`src/rtl/movavg_collect.sv`:
```
// Purpose : capture the filter's 4-tap sum once per 64-cycle frame, scale it to an average, buffer it.
// Latency : sample present in the capture cycle N is visible on out_data/out_valid in cycle N+1 (FIFO empty).
// Backpres: FIFO absorbs up to DEPTH samples; a capture into a full FIFO with no pop is dropped and sets overflow.
// Ports   : clk, reset (async, active-high); sum_in (64b parallel sum); out_data/out_valid/out_ready
//           (first-word-fall-through valid/ready output); level (occupancy 0..DEPTH); overflow (sticky drop flag).
module movavg_collect #(
    parameter int DEPTH         = 4,
    parameter int SHIFT         = 2,
    parameter int CAPTURE_PHASE = 3
) (
    input  logic                     clk,
    input  logic                     reset,
    input  logic [63:0]              sum_in,
    output logic [63:0]              out_data,
    output logic                     out_valid,
    input  logic                     out_ready,
    output logic [$clog2(DEPTH):0]   level,
    output logic                     overflow
);

    localparam int              AW       = $clog2(DEPTH);
    localparam logic [AW:0]     FULL_LVL = (AW + 1)'(DEPTH);
    localparam logic [AW:0]     ONE_LVL  = (AW + 1)'(1);
    localparam logic [5:0]      CAP      = 6'(CAPTURE_PHASE);

    logic [5:0]    phase;
    logic [AW-1:0] rd_ptr;
    logic [AW-1:0] wr_ptr;
    logic [AW:0]   count;
    logic [63:0]   mem [DEPTH];

    logic capture;
    logic full;
    logic pop;
    logic push;
    logic drop;

    // Phase counter runs in lockstep with the filter's own frame counter,
    // so both must leave reset on the same edge.
    assign capture = (phase == CAP);
    assign full    = (count == FULL_LVL);
    assign pop     = (count != '0) && out_ready;
    // A pop in the same cycle frees the slot, so a full FIFO can still accept.
    assign push    = capture && (!full || pop);
    assign drop    = capture && full && !pop;

    always_ff @(posedge clk or posedge reset) begin
        if (reset) begin
            phase    <= '0;
            rd_ptr   <= '0;
            wr_ptr   <= '0;
            count    <= '0;
            overflow <= 1'b0;
            for (int i = 0; i < DEPTH; i++) begin
                mem[i] <= '0;
            end
        end else begin
            phase <= phase + 6'd1;
            if (push) begin
                mem[wr_ptr] <= sum_in >> SHIFT;
                wr_ptr      <= wr_ptr + 1'b1;
            end
            if (pop) begin
                rd_ptr <= rd_ptr + 1'b1;
            end
            if (push && !pop) begin
                count <= count + ONE_LVL;
            end else if (pop && !push) begin
                count <= count - ONE_LVL;
            end
            if (drop) begin
                overflow <= 1'b1;
            end
        end
    end

    assign out_valid = (count != '0);
    // Head entry is shown only while valid so the bus reads zero when empty.
    assign out_data  = out_valid ? mem[rd_ptr] : 64'd0;
    assign level     = count;

endmodule

```
`config.mk`:
```
export PLATFORM = sky130hd
export DESIGN_NAME = movavg_collect
export DESIGN_NICKNAME = d
export VERILOG_FILES = /design/src/rtl/movavg_collect.sv
export SDC_FILE = /design/constraint.sdc
export NUM_CORES = 1
export LEC_CHECK = 0
export ABC_CLOCK_PERIOD_IN_PS = 13200
export CORE_MARGIN = 1
export CORE_UTILIZATION = 23
export CTS_CLUSTER_SIZE = 25
export DETAILED_ROUTE_END_ITERATION = 6
export HOLD_SLACK_MARGIN = 0.06
export PLACE_DENSITY = 0.39
export SYNTH_ARGS = -nofsm -noshare
export SYNTH_HDL_FRONTEND = slang
export SYNTH_SLANG_ARGS = --single-unit
```
`constraint.sdc`:
```
create_clock -name clk -period 13.2 [get_ports clk]
set_input_delay 3.3 -clock clk [delete_from_list [all_inputs] [get_ports clk]]
set_output_delay 3.3 -clock clk [all_outputs]
set_load 0.02 [all_outputs]
```
==> flow_metrics.env, run 1 <==
export IMPL_coreArea_um2=55090
export IMPL_final_cells=1630
export IMPL_setup_worst_path_end_class="output port"
export IMPL_syn_area_um2=12820
export IMPL_hold_violations=0
export IMPL_cts_root_buffer_cell="clkbuf_16"
export IMPL_dpl_cell_count=1569
export IMPL_leakagePower_uw=0.007761
export IMPL_p_seq_frac=0.355
export IMPL_startpoint_type="flip-flop"
export IMPL_rsz0062_at_grt="no"
export IMPL_firstDrtPassIters=4
export IMPL_start_util=0.2328
export IMPL_groute_layer_met1_usage=0.1534
export IMPL_status="finished, final reports clean"
export IMPL_synthCells=724
export IMPL_hold_path_class="flip-flop to flip-flop"
export IMPL_max_vdd_ir_drop_mv=0.09436
export IMPL_clk_pin_slew_worst_paths_ns=0.06
export IMPL_max_cap_viol_count=0
export IMPL_combPwrFrac=0.231
export IMPL_fmax_mhz=146.0
export IMPL_critPathMaxStageDelay_ns=0.90
export IMPL_crit_chain="buf_4, mux4_2, and2_1, clkdlybuf4s50_1"
export IMPL_drt_vias_per_instance=4.041
export IMPL_grt_pass1_vias=7550
export IMPL_cts_setup_buffers=0
export IMPL_setup_violations=0
export IMPL_yosys_warnings=0
export IMPL_critPathLaunch="rd_ptr[0]"
export IMPL_clk_latency_ns=0.53
export IMPL_holdBufCountCts=0
export IMPL_htreeDepth=2
export IMPL_dr_first_iter_drc_count=181
export IMPL_skew_ns=0.007796
export IMPL_die_x_um=238.1
export IMPL_insertedDiodeCount=0
export IMPL_port_buffers=131
export IMPL_p_sw_uw=717.7
export IMPL_holdWs_ns=0.4421
export IMPL_drv_slew=0
export IMPL_arrival_ns=3.55
export IMPL_switching_share=0.2872
export IMPL_place_ws_ns=6.776
export IMPL_nNetsFinal=932
export IMPL_avgRoutedWirePerCell_um=19.16
export IMPL_vias=6587
export IMPL_min_period_ns=6.851
export IMPL_tns_ns=0
export IMPL_clock_sinks=262
export IMPL_placementRows=86
export IMPL_die_y_um=238.1
export IMPL_drc=0
export IMPL_ys_seq_area_frac=0.5113
export IMPL_cts_buffer_depth=3
export IMPL_antenna_found_initial=1
export IMPL_top_usage_layer="met2"
export IMPL_critPathSlowestCell="dfrtp_4"
export IMPL_grt_max_degree=100
export IMPL_cp_data_required_time_ns=9.90
export IMPL_worst_setup_path_type="flip-flop to output port"
export IMPL_drt_total_wl_mm=31.23
export IMPL_grtUsageMet2=0.1768
export IMPL_max_slew_margin=0.4161
export IMPL_ant_nets=0
export IMPL_hold_start="phase[0]"
export IMPL_dpl_hpwl_mm=16.98
export IMPL_netlist_cell_type_count=26
export IMPL_die_area_um2=56700
export IMPL_cp_max_fo=35
export IMPL_power_internal_uw=1781
export IMPL_syn2layout_area_growth_pct=25.23
export IMPL_track_usage=0.1140
export IMPL_drive_gt1_frac=0.4422
export IMPL_power_per_cell_area_nw_per_um2=155.6
export IMPL_post_cts_resize_count=0
export IMPL_grt_util_met3=0.03008
export IMPL_gp_congestion=0.6546
export IMPL_worst_pin_slew_ns=0.8759
export IMPL_pwr_share_clk=0.414
export IMPL_synth_seq_cells=262
export IMPL_reg2reg_from="phase[0]"
export IMPL_fin_crit_sh=0.5190
export IMPL_io_pins=136
export IMPL_cts_tree="done"
export IMPL_fin_ws_ns=6.349
export IMPL_gr_total_overflow=0
export IMPL_synth_avg_cell_area_um2=17.71
export IMPL_cts_buffers=35
export IMPL_grt_pass1_wl_mm=49.02
[registers in the layout (all words and copies together) (netlist names)]
register,cells
rd_ptr,2
phase,6
overflow,1
level,3
mem,248
wr_ptr,2
[power by group through the flow]
stage          clock network [µW]  registers [µW]  logic [µW]
6_report                     1040             887         577
5_1_grt                      1110             897         619
4_1_cts                      1080             891         599
3_5_place_dp                    0             905         596
3_3_place_gp                    0             906         598
2_1_floorplan                   0             851         383
[per-stage QoR]
step | total power, µW | area [µm²] | util
2_1_floorplan | 1235 | 12830 | -
3_3_place_gp | 1504 | 14810 | 0.2688
3_5_place_dp | 1501 | 14810 | 0.2688
4_1_cts | 2573 | 16060 | 0.2915
5_1_grt | 2627 | 16060 | 0.2915
6_report | 2499 | 16060 | 0.2915
[cell families after synthesis]
group | synth area share
flip-flops | 0.5113
adder cells (fa/ha/maj) | 0.007415
multiplexers | 0.3987
buffers and inverters | 0.03181
AND/OR/NAND/NOR | 0.04313
other | 0.0002924
AO/OA/AOI/OAI | 0.0005856
XOR/XNOR | 0.006830
[critical path, delay by kind of cell, from the launching register on]
family | cells | cell delay, ns
buffers and inverters | 2 | 1.28
AND/OR/NAND/NOR | 1 | 0.19
multiplexers | 1 | 0.59
flip-flops | 1 | 0.90
[area by class of cell]
| type | count | area (µm²) |
|---|---|---|
| clock inverters | 11 | 207.7 |
| repair buffers | 144 | 1409 |
| multi-input cells | 409 | 5868 |
| fillers | 5569 | 39030 |
| well taps | 748 | 935.9 |
| flip-flops and latches | 262 | 6564 |
| inverters | 6 | 30.03 |
| clock buffers | 50 | 1045 |
[cells in the mapped netlist]
library cell | number | area share
and2_1 | 62 | 0.030
and3_1 | 1 | 0.00049
and3_2 | 1 | 0.00059
buf_2 | 14 | 0.0055
buf_4 | 2 | 0.0012
buf_6 | 24 | 0.021
clkbuf_1 | 8 | 0.0023
clkinv_1 | 1 | 0.00029
conb_1 | 1 | 0.00029
dfrtp_1 | 262 | 0.51
fa_1 | 1 | 0.0016
ha_1 | 6 | 0.0059
inv_1 | 5 | 0.0015
mux2_2 | 10 | 0.0088
mux2_4 | 240 | 0.28
mux4_2 | 62 | 0.11
nand2_1 | 2 | 0.00059
nand3_1 | 3 | 0.0012
nand4_4 | 4 | 0.0066
nor2_1 | 1 | 0.00029
nor4b_4 | 1 | 0.0019
o21bai_1 | 1 | 0.00059
or3_1 | 1 | 0.00049
or4b_1 | 1 | 0.00078
xnor2_1 | 7 | 0.0048
xor2_1 | 3 | 0.0020
[final timing paths]
path	to	slack, ns	cells after the start
max	out_data[49]	6.35	4
min	phase[0]	0.44	1
max reg2reg	level[2]	10.47	9
min reg2reg	phase[0]	0.44	1
max in group asynchronous	mem[25]	7.96	4
min in group asynchronous	mem[240]	3.27	2
[layer usage]
layer  vias up  routed length, µm  part of all wire
met4         2                671             0.021
li1       2886                  -                 -
met1      3529              14550              0.47
met2       121              14420              0.46
met5         -                 11           0.00035
met3        49               1578             0.051
[cells in the final DEF (no fill, tap or decap), types with 7 or more instances in the layout]
| master | Yosys | layout |
|---|---|---|
| xnor2_1 | 7 | 7 |
| clkdlybuf4s50_1 | 0 | 131 |
| clkbuf_8 | 0 | 7 |
| and2_1 | 62 | 62 |
| clkbuf_16 | 0 | 37 |
| dfrtp_1 | 262 | 260 |
| buf_4 | 2 | 13 |
| mux2_4 | 240 | 240 |
| mux2_2 | 10 | 10 |
| mux4_2 | 62 | 62 |
No activity file was read; power rests on OpenSTA's default activity.
==> run 2: changes to the inputs <==
--- a/config.mk
+++ b/config.mk
@@ -5,7 +5,7 @@
 export SDC_FILE = /design/constraint.sdc
 export NUM_CORES = 1
 export LEC_CHECK = 0
-export ABC_CLOCK_PERIOD_IN_PS = 13200
+export ABC_CLOCK_PERIOD_IN_PS = 6900
 export CORE_MARGIN = 1
 export CORE_UTILIZATION = 23
 export CTS_CLUSTER_SIZE = 25
==> constraint.sdc (replaced) <==
create_clock -name clk -period 6.9 [get_ports clk]
set_input_delay 1.725 -clock clk [delete_from_list [all_inputs] [get_ports clk]]
set_output_delay 1.725 -clock clk [all_outputs]
set_load 0.02 [all_outputs]
==> run 2 against run 1 <==
- global-route usage about the same
- wire length increased by 1.1%
- critical endpoint is now out_data[45]
- highest routed layer unchanged
- clock power increased by 82%
- sequential share of layout area increased by 0.061 points
- critical path type unchanged
==> flow_metrics.env, run 2 (synthesis results as in run 1) <==
export IMPL_status="finished, final reports clean"
export IMPL_arrival_ns=3.20
export IMPL_htreeDepth=2
export IMPL_drv_slew=0
export IMPL_hold_violations=0
export IMPL_vias=6588
export IMPL_start_util=0.2328
export IMPL_drc=0
export IMPL_final_common_cell="dfrtp_1"
export IMPL_drive_gt1_frac=0.4439
export IMPL_rrSetupSlack_ns=3.83
export IMPL_postPlaceCellArea_um2=14850
export IMPL_max_vdd_ir_drop_mv=0.1486
export IMPL_setup_worst_path_end_class="output port"
export IMPL_fmax_mhz=203.0
export IMPL_cts_setup_buffers=0
export IMPL_cp_data_required_time_ns=5.18
export IMPL_grt_max_degree=133
export IMPL_combPwrFrac=0.230
export IMPL_coreArea_um2=55090
export IMPL_clock_sinks=262
export IMPL_rsz0062_at_grt="no"
export IMPL_critPathSlowestCell="dfrtp_4"
export IMPL_max_slew_margin=0.3865
export IMPL_drt_vias_per_instance=4.037
export IMPL_grt_pass1_vias=7485
export IMPL_gp_congestion=0.6496
export IMPL_hold_path_class="flip-flop to flip-flop"
export IMPL_hold_start="phase[0]"
export IMPL_startpoint_type="flip-flop"
export IMPL_worst_setup_path_type="flip-flop to output port"
export IMPL_cts_tree="done"
export IMPL_mostFrequentLayoutCells="dfrtp_1, mux2_4, clkdlybuf4s50_1, and2_1, mux4_2"
export IMPL_antenna_found_initial=3
export IMPL_avgRoutedWirePerCell_um=19.35
export IMPL_cts_buffer_depth=3
export IMPL_max_cap_viol_count=0
export IMPL_switching_share=0.2985
export IMPL_cts_buffers=35
export IMPL_regArea_um2=6564
export IMPL_drt_total_wl_mm=31.58
export IMPL_syn2layout_area_growth_pct=25.05
export IMPL_holdBufCountCts=0
export IMPL_skew_ns=0.01082
export IMPL_reg2reg_to="mem[244]"
export IMPL_power_internal_uw=3302
export IMPL_post_cts_resize_count=0
export IMPL_die_x_um=238.1
export IMPL_grt_pass1_wl_mm=49.18
export IMPL_dpl_hpwl_mm=17.55
export IMPL_regMostFlops="mem"
export IMPL_setup_violations=0
export IMPL_p_seq_frac=0.368
export IMPL_fillers=5608
export IMPL_firstDrtPassIters=4
export IMPL_die_area_um2=56700
export IMPL_reg2reg_from="phase[0]"
export IMPL_crit_chain="buf_4, mux4_2, and2_1, clkdlybuf4s50_1"
export IMPL_nNetsFinal=932
export IMPL_worst_pin_slew_ns=0.9202
export IMPL_leakagePower_uw=0.007746
export IMPL_power_per_cell_area_nw_per_um2=293.6
export IMPL_dr_first_iter_drc_count=267
export IMPL_ant_nets=0
export IMPL_crit_family="buffers and inverters"
export IMPL_p_sw_uw=1405
export IMPL_holdWs_ns=0.4464
export IMPL_placementRows=86
export IMPL_die_y_um=238.1
export IMPL_utilization=0.2911
export IMPL_pwr_share_clk=0.402
export IMPL_io_pins=136
export IMPL_cts_root_buffer_cell="clkbuf_16"
export IMPL_min_period_ns=4.927
export IMPL_worstRegToRegCells=5
export IMPL_clk_latency_ns=0.54
export IMPL_largest_reg_flops=248
export IMPL_gr_total_overflow=0
export IMPL_track_usage=0.1142
export IMPL_postLayoutCellArea_um2=16040
export IMPL_cp_buffers_inverters=2
export IMPL_hold_depth=1
export IMPL_tns_ns=0
export IMPL_whs_endpoint="phase[0]"
export IMPL_clk_pin_slew_worst_paths_ns=0.06
export IMPL_multi_input_area_um2=5868
export IMPL_final_cells=1632
export IMPL_critPathMaxStageDelay_ns=1.02
export IMPL_dpl_cell_count=1569
export IMPL_port_buffers=131
export IMPL_cp_max_fo=43
export IMPL_fin_crit_sh=0.7140
## run 2: how the worst max path moves through the flow
stage	startpoint	end	slack, ns	cells past startpoint
5_1_grt	rd_ptr[1]	out_data[61]	1.81	4
4_1_cts	rd_ptr[1]	out_data[23]	1.88	4
3_3_place_gp	out_ready	mem[249]	2.18	5
3_5_place_dp	out_ready	mem[246]	2.20	5
2_1_floorplan	reset	level[0]	1.72	1
6_report	rd_ptr[1]	out_data[45]	1.97	4
## run 2: final cells by class
class,count,share of cell area
Clock buffer,47,0.06180
Timing Repair Buffer,144,0.09098
Tap cell,748,0.05836
Inverter,6,0.001639
Sequential cell,262,0.4093
Multi-Input combinational cell,409,0.3659
Antenna cell,1,0.0001561
Clock inverter,15,0.01178
## run 2: per-layer routing
layer  track usage  vias to the layer above  routed length, µm
li1              -                     2895                  -
met1        0.1624                     3531              15530
met2        0.1696                      112              13970
met3       0.02800                       46               1422
met4       0.03555                        4                640
met5             0                        -                 28
## run 2: power groups by stage
stage / Sequential, µW / Clock (µW) / Combinational (µW)
4_1_cts: 1740 / 1970 / 1120
6_report: 1730 / 1890 / 1080
3_5_place_dp: 1770 / 0 / 1110
3_3_place_gp: 1770 / 0 / 1120
5_1_grt: 1750 / 2030 / 1160
2_1_floorplan: 1630 / 0 / 733
## run 2: per-stage QoR
stage | power [µW] | worst slack (ns)
global route | 4940 | 1.815
finish | 4707 | 1.973
CTS | 4833 | 1.880
detailed placement | 2883 | 2.195
global placement | 2888 | 2.181
floorplan | 2362 | 1.719
==> variant 1: new RTL, settings of run 1 <==
Register the output `level` once more; this adds one clock of latency there. The other outputs are not delayed to match.
--- a/src/rtl/movavg_collect.sv
+++ b/src/rtl/movavg_collect.sv
@@ -77,7 +77,9 @@
     assign out_valid = (count != '0);
     // Head entry is shown only while valid so the bus reads zero when empty.
     assign out_data  = out_valid ? mem[rd_ptr] : 64'd0;
-    assign level     = count;
+    always_ff @(posedge clk) begin
+        level <= count;
+    end
 
 endmodule
 
Behaviour: same outputs for any inputs over 4 cycles, from zero or initial values and one cycle with reset high; that may be too few to reach the edited logic, so the function may still have changed.
==> variant 1 against run 1 <==
Area after synthesis grew 0.47%; wire length grew 1.6%; critical path type unchanged; sequential cell count grew 3; sequential share of layout area grew 0.51 points; critical endpoint is now out_data[57]; power shrank 2.8%; non-clock buffer count is the same; worst setup slack lost 6.0 ps; design area shrank 0.33%; cell count grew 0.31%.
==> variant 1: results (changes against run 1) <==
Critical Path Fanout Max=33 (-5.7%); R2R setup slack=9910 ps (-560 ps); Critical Path End=out_data[57]; Post-synth top cells=262 x dfrtp_1, 240 x mux2_4, 62 x and2_1, 62 x mux4_2, 24 x buf_6; Fin Clk Skew=14.3 ps (+6.52 ps); Placed Cells=1,572 (+0.19%); critical path data arrival time=3560 ps (about the same); Final nets=936 (+0.43%); number of buffers created by CTS=36 (+2.9%); Worst slew margin=36.3% (-5.3 points); leak pwr=7.73 nW (-0.34%); global-route wire length before repair=49,700 µm (+1.5%); Hold Worst Slack=438 ps (-4.17 ps); via count=6,612 (+0.38%); Final Wtd Congestion=0.652 (-0.37%); hold_sp=phase[0]$_DFF_PP0_; outcome=finished clean; post-cts sizing count=0 (unchanged); Starting DRT DRC Count=261 (+44%); endpoints failing setup=0 (unchanged); global-route usage over all layers=11.6% (+0.19 points); top post-synthesis cells by area=dfrtp_1 51%, mux2_4 28%, mux4_2 11%; H-tree levels=2 (unchanged); clk_lat worst skew=530 ps (about the same); Post-Route WL=31,700 µm (+1.6%); largest net degree at the start of global routing=102 (+2.0%); initial antenna violation count=4 (+3); drt pass-1 iters=4 (unchanged); warnings from Yosys=0 (unchanged); synthesized area per cell=17.7 µm² (about the same); unique cell type count in the Yosys netlist=27 (+3.8%); Worst Setup SP=rd_ptr[0]$_DFFE_PP0P_; FFs w/ async S/R, synth=98.9% (-1.1 points); dpl hpwl=17,200 µm (+1.2%); sequential-to-total area share from yosys stat=51.4% (+0.23 points); layout cells sized above 1=43.6% (-0.65 points); Worst R2R Path Depth=5 (-4); r2r endpoint=mem[155]$_DFFE_PP0P_; Peak supply drop=0.0861 mV (-8.8%); number of global-route vias before repair=7,606 (+0.74%); wire per inst=19.4 µm (+1.3%)
-- variant 1: final cells by class --
cell class	count	area, µm²
Sequential cell	265	6620
Antenna cell	1	2.50
Fill cell	5508	39200
Clock buffer	57	1090
Multi-Input combinational cell	409	5860
Inverter	6	30.0
Timing Repair Buffer	144	1410
Tap cell	748	936
Clock inverter	5	50.0
-- variant 1: per-layer routing --
metal,up-vias,global-route usage (%),share of wire [%]
met5,-,0,0.14
met3,62,3.00,5.4
li1,2906,-,-
met4,8,3.92,2.5
met2,119,17.9,46
met1,3517,15.7,46
-- variant 1: per-stage QoR --
step | utilization [%] | setup slack, ps | instance area, µm²
floorplan | - | 2690 | 12900
global placement | 26.9 | 6510 | 14900
detailed placement | 26.9 | 6470 | 14900
CTS | 29.0 | 6150 | 16000
global route | 29.0 | 6050 | 16000
finish | 29.0 | 6340 | 16000
-- variant 1: cell families after synthesis --
| group | share of synthesized area (%) |
|---|---|
| flip-flops | 51.4 |
| adder cells (fa/ha/maj) | 0.738 |
| AO/OA/AOI/OAI | 0.0583 |
| AND/OR/NAND/NOR | 4.29 |
| other | 0.0291 |
| XOR/XNOR | 0.680 |
| multiplexers | 39.7 |
| buffers and inverters | 3.17 |
-- variant 1: worst min path at each step --
stage,cells past startpoint,end
global route,0,level[2]$_DFF_P_
finish,1,phase[0]$_DFF_PP0_
floorplan,0,level[2]$_DFF_P_
CTS,1,phase[0]$_DFF_PP0_
global placement,1,phase[0]$_DFF_PP0_
detailed placement,1,phase[0]$_DFF_PP0_
-- variant 1: worst max-delay path: cells and delay by family (launching register included) --
kind	cells	cell delay, ps
muxes	1	580
DFF	1	890
and+or+nand+nor	1	200
buffers and inverters	2	1290
-- variant 1: power breakdown --
group	internal [mW]	switching, mW
Clock	0.582	0.366
Combinational	0.293	0.274
Sequential	0.837	0.0762
Total	1.71	0.716
==> variant 2: new RTL, flow settings as in run 1 <==
Without the edit above. Change the parameter `DEPTH` from 4 to 8.
--- a/src/rtl/movavg_collect.sv
+++ b/src/rtl/movavg_collect.sv
@@ -4,7 +4,7 @@
 // Ports   : clk, reset (async, active-high); sum_in (64b parallel sum); out_data/out_valid/out_ready
 //           (first-word-fall-through valid/ready output); level (occupancy 0..DEPTH); overflow (sticky drop flag).
 module movavg_collect #(
-    parameter int DEPTH         = 4,
+    parameter int DEPTH         = 8,
     parameter int SHIFT         = 2,
     parameter int CAPTURE_PHASE = 3
 ) (
Ports: changed (resized level); port bits go from 136 to 137. No check against the original RTL was run, so the function may have changed too.
==> variant 2 against run 1 <==
Count of clock-buffer cells in the layout grew 49; design area grew 72%; area after synthesis grew 79%; worst hold slack gained 3.9 ps; sequential power grew 98%; via count grew 93%; worst setup slack lost 760 ps; critical path type unchanged; global-route usage grew 1.2 points; clock power grew 62%; fmax shrank 10%; wire length grew 100%; power grew 110%; sequential cell count grew 251; largest cell class unchanged.
==> variant 2: results (changes against run 1) <==
Hold Worst Slack=446 ps (+3.85 ps); top sig layer=met5; unique cell type count in the Yosys netlist=41 (+58%); Starting DRT DRC Count=644 (+260%); pin slew with the least headroom to its limit=1070 ps (+190 ps); met1 usage=17.3% (+2.0 points); leak pwr=10.8 nW (+39%); number of global-route vias before repair=14,100 (+86%); dpl hpwl=33,800 µm (+99%); Final nets=1,562 (+68%); critical path data arrival time=4310 ps (+760 ps); Gate power share=34.7% (+12 points); Tot Pwr=5.26 mW (+110%); Post-synth top cells=513 x dfrtp_1, 427 x mux2_2, 124 x mux4_2; sw frac=32.4% (+3.6 points); CP max stage cell=buf_4; Critical Path Fanout Max=40 (+14%); top post-synthesis cells by area=dfrtp_1 56%, mux2_2 21%, mux4_2 12%; drt pass-1 iters=5 (+1); number of buffers created by CTS=61 (+74%); Placed Cells=2,712 (+73%); CTS root buf=clkbuf_16; met3 Use GR=2.58% (-0.43 points); routed length on met2=29,600 µm (+110%); Worst R2R Path Depth=8 (-1); DR WL met3=2740 µm (+74%); Fin Clk Skew=9.15 ps (+1.35 ps); final worst slack=5590 ps (-763 ps); Seq group=1.76 mW (+98%); max reg flops=496 (+100%); largest net degree at the start of global routing=178 (+78%); Critical Path End=out_data[0]; dpl ws=6050 ps (-724 ps); r2r endpoint=level[3]$_DFFE_PP0P_; Final Wtd Congestion=0.666 (+1.7%); met2 Use GR=20.3% (+2.6 points); post-cts sizing count=0 (unchanged); final cell count without fillers=2,818 (+73%); routed vias/inst=4.50 (+11%); DP Area=25,600 µm² (+73%); clk_lat worst skew=610 ps (+80 ps); sequential-to-total area share from yosys stat=56.0% (+4.9 points); R2R setup slack=9800 ps (-670 ps); hold worst-path end=phase[0]$_DFF_PP0_; outcome=finished clean; wire per inst=22.3 µm (+16%); initial antenna violation count=8 (+7); global-route usage over all layers=12.6% (+1.2 points); Peak supply drop=0.100 mV (+6.5%); CP peak stage delay=810 ps (-90 ps); # port buffers=132 (+0.76%); global-route wire length before repair=96,400 µm (+97%)
==> variant 2: cell types whose count changed in the layout (fill, tap and decap cells not counted), sizes merged, moves of 6 or more <==
cell,run 1,this run
buf,13,27
a22o,0,62
mux4,62,124
clkbuf,50,99
mux2,250,499
a211oi,0,6
dfrtp,262,513
and2,62,1
==> variant 2: kinds of logic after synthesis <==
| group | count (synthesis) | share of synthesized area, % |
|---|---|---|
| AO/OA/AOI/OAI | 79 | 3.18 |
| XOR/XNOR | 10 | 0.382 |
| adder cells (fa/ha/maj) | 7 | 0.415 |
| buffers and inverters | 104 | 2.54 |
| flip-flops | 513 | 56.0 |
| multiplexers | 624 | 36.7 |
| other | 1 | 0.0164 |
| AND/OR/NAND/NOR | 27 | 0.764 |
==> variant 2: cell type report <==
class | instances | area, µm²
clock buffers | 99 | 1900
clock inverters | 7 | 88.8
fillers | 9769 | 71000
inverters | 4 | 18.8
multi-input cells | 749 | 9570
flip-flops and latches | 513 | 12800
well taps | 1287 | 1610
repair buffers | 159 | 1550
